### config.mk
export PLATFORM = sky130hd
export DESIGN_NAME = tc_timer
export DESIGN_NICKNAME = d
export VERILOG_FILES = /design/src/rtl/tc_pkg.sv /design/src/rtl/tc_prescaler.sv /design/src/rtl/tc_timer.sv
export SDC_FILE = /design/constraint.sdc
export NUM_CORES = 1
export LEC_CHECK = 0
export BUFFER_PORTS_ARGS = -buffer_cell sky130_fd_sc_hd__buf_2
export CAP_MARGIN = 20
export CORE_ASPECT_RATIO = 1.4
export CORE_UTILIZATION = 45
export DETAILED_ROUTE_END_ITERATION = 10
export PLACE_DENSITY_LB_ADDON = 0.12
export REMOVE_ABC_BUFFERS = 1
export SLEW_MARGIN = 10
export SYNTH_ARGS = -nofsm -noshare
export SYNTH_HDL_FRONTEND = slang
export SYNTH_SLANG_ARGS = --single-unit
### constraint.sdc
create_clock -name clk -period 6.41 [get_ports clk]
set_clock_uncertainty 0.1 [all_clocks]
set_input_delay 1.282 -clock clk [delete_from_list [all_inputs] [get_ports clk]]
set_output_delay 1.282 -clock clk [all_outputs]
set_load 0.01 [all_outputs]
### src/rtl/tc_pkg.sv
// Shared definitions for the tc_timer register block: FSM states, register
// word addresses, MODE encodings and CTRL bit positions.
package tc_pkg;

  typedef enum logic [1:0] {
    IDLE = 2'd0,
    LOAD = 2'd1,
    CNT  = 2'd2,
    INT  = 2'd3
  } tc_state_e;

  localparam logic [1:0] ADDR_CTRL   = 2'd0;
  localparam logic [1:0] ADDR_PRESET = 2'd1;
  localparam logic [1:0] ADDR_COUNT  = 2'd2;

  localparam logic [1:0] MODE_ONESHOT = 2'd0;
  localparam logic [1:0] MODE_RELOAD  = 2'd1;

  localparam int CTRL_EN      = 0;
  localparam int CTRL_MODE_LO = 1;
  localparam int CTRL_MODE_HI = 2;
  localparam int CTRL_IM      = 3;
  localparam int CTRL_PRE_LO  = 4;
  localparam int CTRL_PRE_HI  = 11;

endpackage

### src/rtl/tc_prescaler.sv
// Prescaler for tc_timer: 8-bit down-counter that ticks once every PRE+1
// cycles while running; restart reloads it so the first tick is PRE+1 away.
module tc_prescaler (
  input  logic       clk,
  input  logic       reset,
  input  logic       restart,
  input  logic       run,
  input  logic [7:0] pre,
  output logic       tick
);

  logic [7:0] cnt_q;

  assign tick = (cnt_q == 8'd0);

  always_ff @(posedge clk or negedge reset) begin
    if (!reset) begin
      cnt_q <= 8'd0;
    end else if (restart) begin
      cnt_q <= pre;
    end else if (run) begin
      cnt_q <= tick ? pre : cnt_q - 8'd1;
    end
  end

endmodule

### src/rtl/tc_timer.sv
// Memory-mapped down-counting timer with one-shot / auto-reload modes and a
// maskable interrupt. Optional prescaler enabled by defining TC_PRESCALE_EN.
module tc_timer
  import tc_pkg::*;
#(
  parameter int ADDR_W = 2
) (
  input  logic              clk,
  input  logic              reset,
  input  logic [ADDR_W-1:0] addr,
  input  logic              we,
  input  logic [31:0]       wdata,
  output logic [31:0]       rdata,
  output logic              irq
);

  tc_state_e   state_q, state_d;
  logic        en_q;
  logic [1:0]  mode_q;
  logic        im_q;
  logic [31:0] preset_q;
  logic [31:0] count_q, count_d;
  logic        pending_q, pending_d;
  logic        en_clr;
  logic        tick;
  logic [1:0]  sel;
  logic        ctrl_wr;
  logic        preset_wr;
  logic [31:0] ctrl_word;

  assign sel       = addr[1:0];
  assign ctrl_wr   = we && (sel == ADDR_CTRL);
  assign preset_wr = we && (sel == ADDR_PRESET);

`ifdef TC_PRESCALE_EN
  logic [7:0] pre_q;

  always_ff @(posedge clk or negedge reset) begin
    if (!reset) begin
      pre_q <= 8'd0;
    end else if (ctrl_wr) begin
      pre_q <= wdata[CTRL_PRE_HI:CTRL_PRE_LO];
    end
  end

  tc_prescaler u_prescaler (
    .clk     (clk),
    .reset   (reset),
    .restart (state_q == LOAD),
    .run     ((state_q == CNT) && en_q),
    .pre     (pre_q),
    .tick    (tick)
  );
`else
  assign tick = 1'b1;
`endif

  always_comb begin
    ctrl_word               = '0;
    ctrl_word[CTRL_EN]      = en_q;
    ctrl_word[CTRL_MODE_HI:CTRL_MODE_LO] = mode_q;
    ctrl_word[CTRL_IM]      = im_q;
`ifdef TC_PRESCALE_EN
    ctrl_word[CTRL_PRE_HI:CTRL_PRE_LO] = pre_q;
`endif
  end

  always_comb begin
    case (sel)
      ADDR_CTRL:   rdata = ctrl_word;
      ADDR_PRESET: rdata = preset_q;
      ADDR_COUNT:  rdata = count_q;
      default:     rdata = '0;
    endcase
  end

  // A CTRL write clears pending; an expiry in the same cycle still sets it.
  always_comb begin
    state_d   = state_q;
    count_d   = count_q;
    pending_d = ctrl_wr ? 1'b0 : pending_q;
    en_clr    = 1'b0;
    case (state_q)
      IDLE: begin
        if (en_q) state_d = LOAD;
      end
      LOAD: begin
        count_d = preset_q;
        state_d = CNT;
      end
      CNT: begin
        if (!en_q) begin
          state_d = IDLE;
        end else if (tick) begin
          if (count_q <= 32'd1) begin
            count_d   = '0;
            pending_d = 1'b1;
            state_d   = INT;
          end else begin
            count_d = count_q - 32'd1;
          end
        end
      end
      INT: begin
        if (mode_q == MODE_RELOAD) begin
          pending_d = 1'b0;
          state_d   = en_q ? LOAD : IDLE;
        end else begin
          en_clr  = 1'b1;
          state_d = IDLE;
        end
      end
      default: state_d = IDLE;
    endcase
  end

  always_ff @(posedge clk or negedge reset) begin
    if (!reset) begin
      state_q   <= IDLE;
      count_q   <= '0;
      pending_q <= 1'b0;
    end else begin
      state_q   <= state_d;
      count_q   <= count_d;
      pending_q <= pending_d;
    end
  end

  // Bus write to CTRL takes priority over the one-shot hardware EN clear.
  always_ff @(posedge clk or negedge reset) begin
    if (!reset) begin
      en_q     <= 1'b0;
      mode_q   <= MODE_ONESHOT;
      im_q     <= 1'b0;
      preset_q <= '0;
    end else begin
      if (ctrl_wr) begin
        en_q   <= wdata[CTRL_EN];
        mode_q <= wdata[CTRL_MODE_HI:CTRL_MODE_LO];
        im_q   <= wdata[CTRL_IM];
      end else if (en_clr) begin
        en_q <= 1'b0;
      end
      if (preset_wr) begin
        preset_q <= wdata;
      end
    end
  end

  assign irq = pending_q & im_q;

endmodule

==> results.ini <==
[worst_setup_path]
crit_slowest_cell = nor2b_2
critPathCaptureType = output port
cpLargestDelayFamily = simple AND/OR/NAND/NOR gates
path_buf_inv = 3
cp_slowest_stage_delay_ps = 620
cp.arrival_ps = 2590
worstPathMaxFanout = 14
r2r-start = state_q[0]
crit_path_cell_trace = buf_2 -> nor2b_2 -> buf_8 -> a22o_1 -> buf_2
worstSetupStartpoint = addr[1]
cp.required_ps = 5030
critPathKind = input port to output port
cpMostUsedCell = buf_2
cp-start-kind = input port

[sta]
fin_crit_ps = 3970
drv_slew = 0
finalHoldViolCount = 0
period_share = 0.620
slew_headroom = 0.345
setup_viol = 0
fin_setup_tns_ps = 0
rsz0062_at_grt = no
clock.fmax_mhz = 252
worstMarginPinSlew_ps = 983

[routing]
avgRoutedWirePerCell_um = 18.5
wl_met1_um = 4520
wl_met2_um = 5260
drt_iter0_markers = 194
maxUsedRoutingLayer = met4
vias = 3475
drc = 0
dr_wl_met3_um = 282
vias_per_cell = 6.18
wl_um = 10400
dr.pass1.iters = 4
postRouteAntennaNets = 0

[floorplanning]
die-height_um = 115
io_pins = 70
fp-row-count = 40
core_sq_mm = 0.00871
dieArea_sq_mm = 0.00945
floorplan.initialDensity = 0.468
chipWidth_um = 82.4

[status]
status = finished clean

[power]
power_density_mw_per_mm2 = 438
power_uw = 2110
ir_drop_v = 0.000209
power_leakage_uw = 0.00209

[clock_tree]
cts_tree = yes
cts.sinks = 71
post_cts_resized = 0
clk_path_buf_depth = 2
clock_latency_ps = 340
h-tree-depth = 3
cts_buffers = 9
path_clk_slew_ps = 60
clockRootBuffer = clkbuf_16
postCtsHoldBufs = 0
post_cts_buffers = 0

[job]
maxCapViolCount = 0

[finish]
instances_no_fill = 562
syn_to_final_growth_pct = 18.0
num_antenna_cells = 0
fin_util = 0.552
drive_gt1_frac = 0.313
fin_nets = 492

[placement]
dp_hpwl_um = 6940
gp_congestion = 0.868
io_buffers = 69
place_inst = 546

[yosys]
synth_edf_count = 0
avgSynthCellArea_sq_um = 10.2
yosys_register_bits = 71
ys.flop_type = dfrtp_1
synth.distinct_cells = 59
ys_async_sr_fraction = 1.00
syn-cell-area_sq_mm = 0.00408
yosys_warnings = 0
seq_area_frac_synth = 0.436
syn_inst = 400

[worst_hold_path]
min-delay-start = preset_q[10]
hp-class = flop to flop

[grt]
grt_max_degree = 72
gr-usage-all-layers = 0.242
grt_first_pass_wirelength_um = 17100
antenna_found_initial = 0
grt_pass1_vias = 3464
overflow = 0

cell usage in the layout, fill, tap and decap left out, types with 4 or more instances in the layout:
| cell | Yosys | layout |
|---|---|---|
| o31ai_1 | 4 | 4 |
| o41ai_1 | 5 | 5 |
| a21oi_1 | 12 | 11 |
| dfrtp_1 | 71 | 71 |
| buf_2 | 4 | 69 |
| mux2_2 | 35 | 35 |
| nor4_1 | 8 | 8 |
| nand2_1 | 27 | 27 |
| o21ai_0 | 14 | 14 |
| or3_1 | 5 | 5 |
| a221o_1 | 4 | 4 |
| a22o_1 | 32 | 32 |
| o21ai_1 | 6 | 6 |
| inv_1 | 11 | 11 |
| mux2i_1 | 6 | 6 |
| nor3_1 | 10 | 10 |
| nand3_1 | 17 | 17 |
| clkbuf_16 | 0 | 9 |
| buf_4 | 2 | 5 |
| a22oi_1 | 8 | 8 |
| nor2_1 | 11 | 11 |
| o211ai_1 | 11 | 11 |
| or4_1 | 9 | 9 |
stage by stage:
step                hold slack, ps  area, sq um  setup WS, ps
finish                         433         4810          2440
global route                   452         4810          2330
CTS                            435         4790          2060
detailed placement             423         4460          2070
global placement               409         4460          2120
floorplan                      384         3920          2310
worst register-to-register path, stage by stage (launching register included):
cell and delay, ps:
dfrtp_1 450, and2b_1 470, a21oi_4 850, inv_1 580, o311ai_2 420, o41ai_1 150, a221o_1 290
cell usage after synthesis, types with 3 or more instances:
cell type,n,area share
dfrtp_1,71,0.44
mux2_2,35,0.097
a22o_1,32,0.069
nand2_1,27,0.025
clkbuf_1,24,0.022
nand3_1,17,0.021
o21ai_0,14,0.017
a21oi_1,12,0.015
inv_1,11,0.010
nor2_1,11,0.010
o211ai_1,11,0.020
nor3_1,10,0.012
or4_1,9,0.017
a22oi_1,8,0.015
nor4_1,8,0.012
mux2i_1,6,0.015
o21ai_1,6,0.0074
o41ai_1,5,0.011
or3_1,5,0.0077
a221o_1,4,0.0098
buf_2,4,0.0049
nor2b_1,4,0.0061
o31ai_1,4,0.0074
a31oi_1,3,0.0046
and3_1,3,0.0046
nand4_1,3,0.0046
o22ai_1,3,0.0046
o311ai_0,3,0.0064
o31a_1,3,0.0064
or4_4,3,0.0083
where the power goes:
part	leakage [uW]	total (uW)	switching (uW)	internal, uW
logic	0.00106	737	413	324
clock network	0.000165	551	182	369
registers	0.000859	820	221	599
total	0.00209	2110	815	1290
routing by layer:
layer | GRT usage | vias up
met1 | 0.302 | 1709
met4 | 0.136 | 0
met5 | 0 | -
li1 | - | 1662
met2 | 0.397 | 81
met3 | 0.0303 | 23
state kept, by name, summed over array words and instances (netlist names):
signal / count
mode_q: 2
en_q: 1
state_q: 2
pending_q: 1
preset_q: 32
count_q: 32
im_q: 1
cells by family after synthesis:
kind of cell             after synthesis  share of synthesized area
multiplexers                          41                      0.111
AND/OR/NAND/NOR                      118                      0.169
adder cells (fa/ha/maj)                2                    0.00614
AO/OA/AOI/OAI                        124                      0.230
flip-flops                            71                      0.436
buffers and inverters                 44                     0.0473
area by class of cell:
class | count | area (sq um)
sequential | 71 | 1780
clock buffer | 12 | 267
timing repair buffer | 75 | 398
multi-input combinational | 285 | 2130
clock inverter | 3 | 65.1
tap | 105 | 131
inverter | 11 | 41.3
fill | 815 | 3900
path summary, 6_finish.rpt:
| path | endpoint | depth (start not counted) | slack, ps |
|---|---|---|---|
| max in group asynchronous | count_q[16] | 2 | 4570 |
| max reg2reg | count_q[9] | 6 | 3000 |
| min reg2reg | preset_q[10] | 1 | 430 |
| min in group asynchronous | preset_q[22] | 2 | 1060 |
| min | preset_q[10] | 1 | 430 |
| max | rdata[6] | 5 | 2440 |
Note: power is estimated with default switching activity, not from simulation.
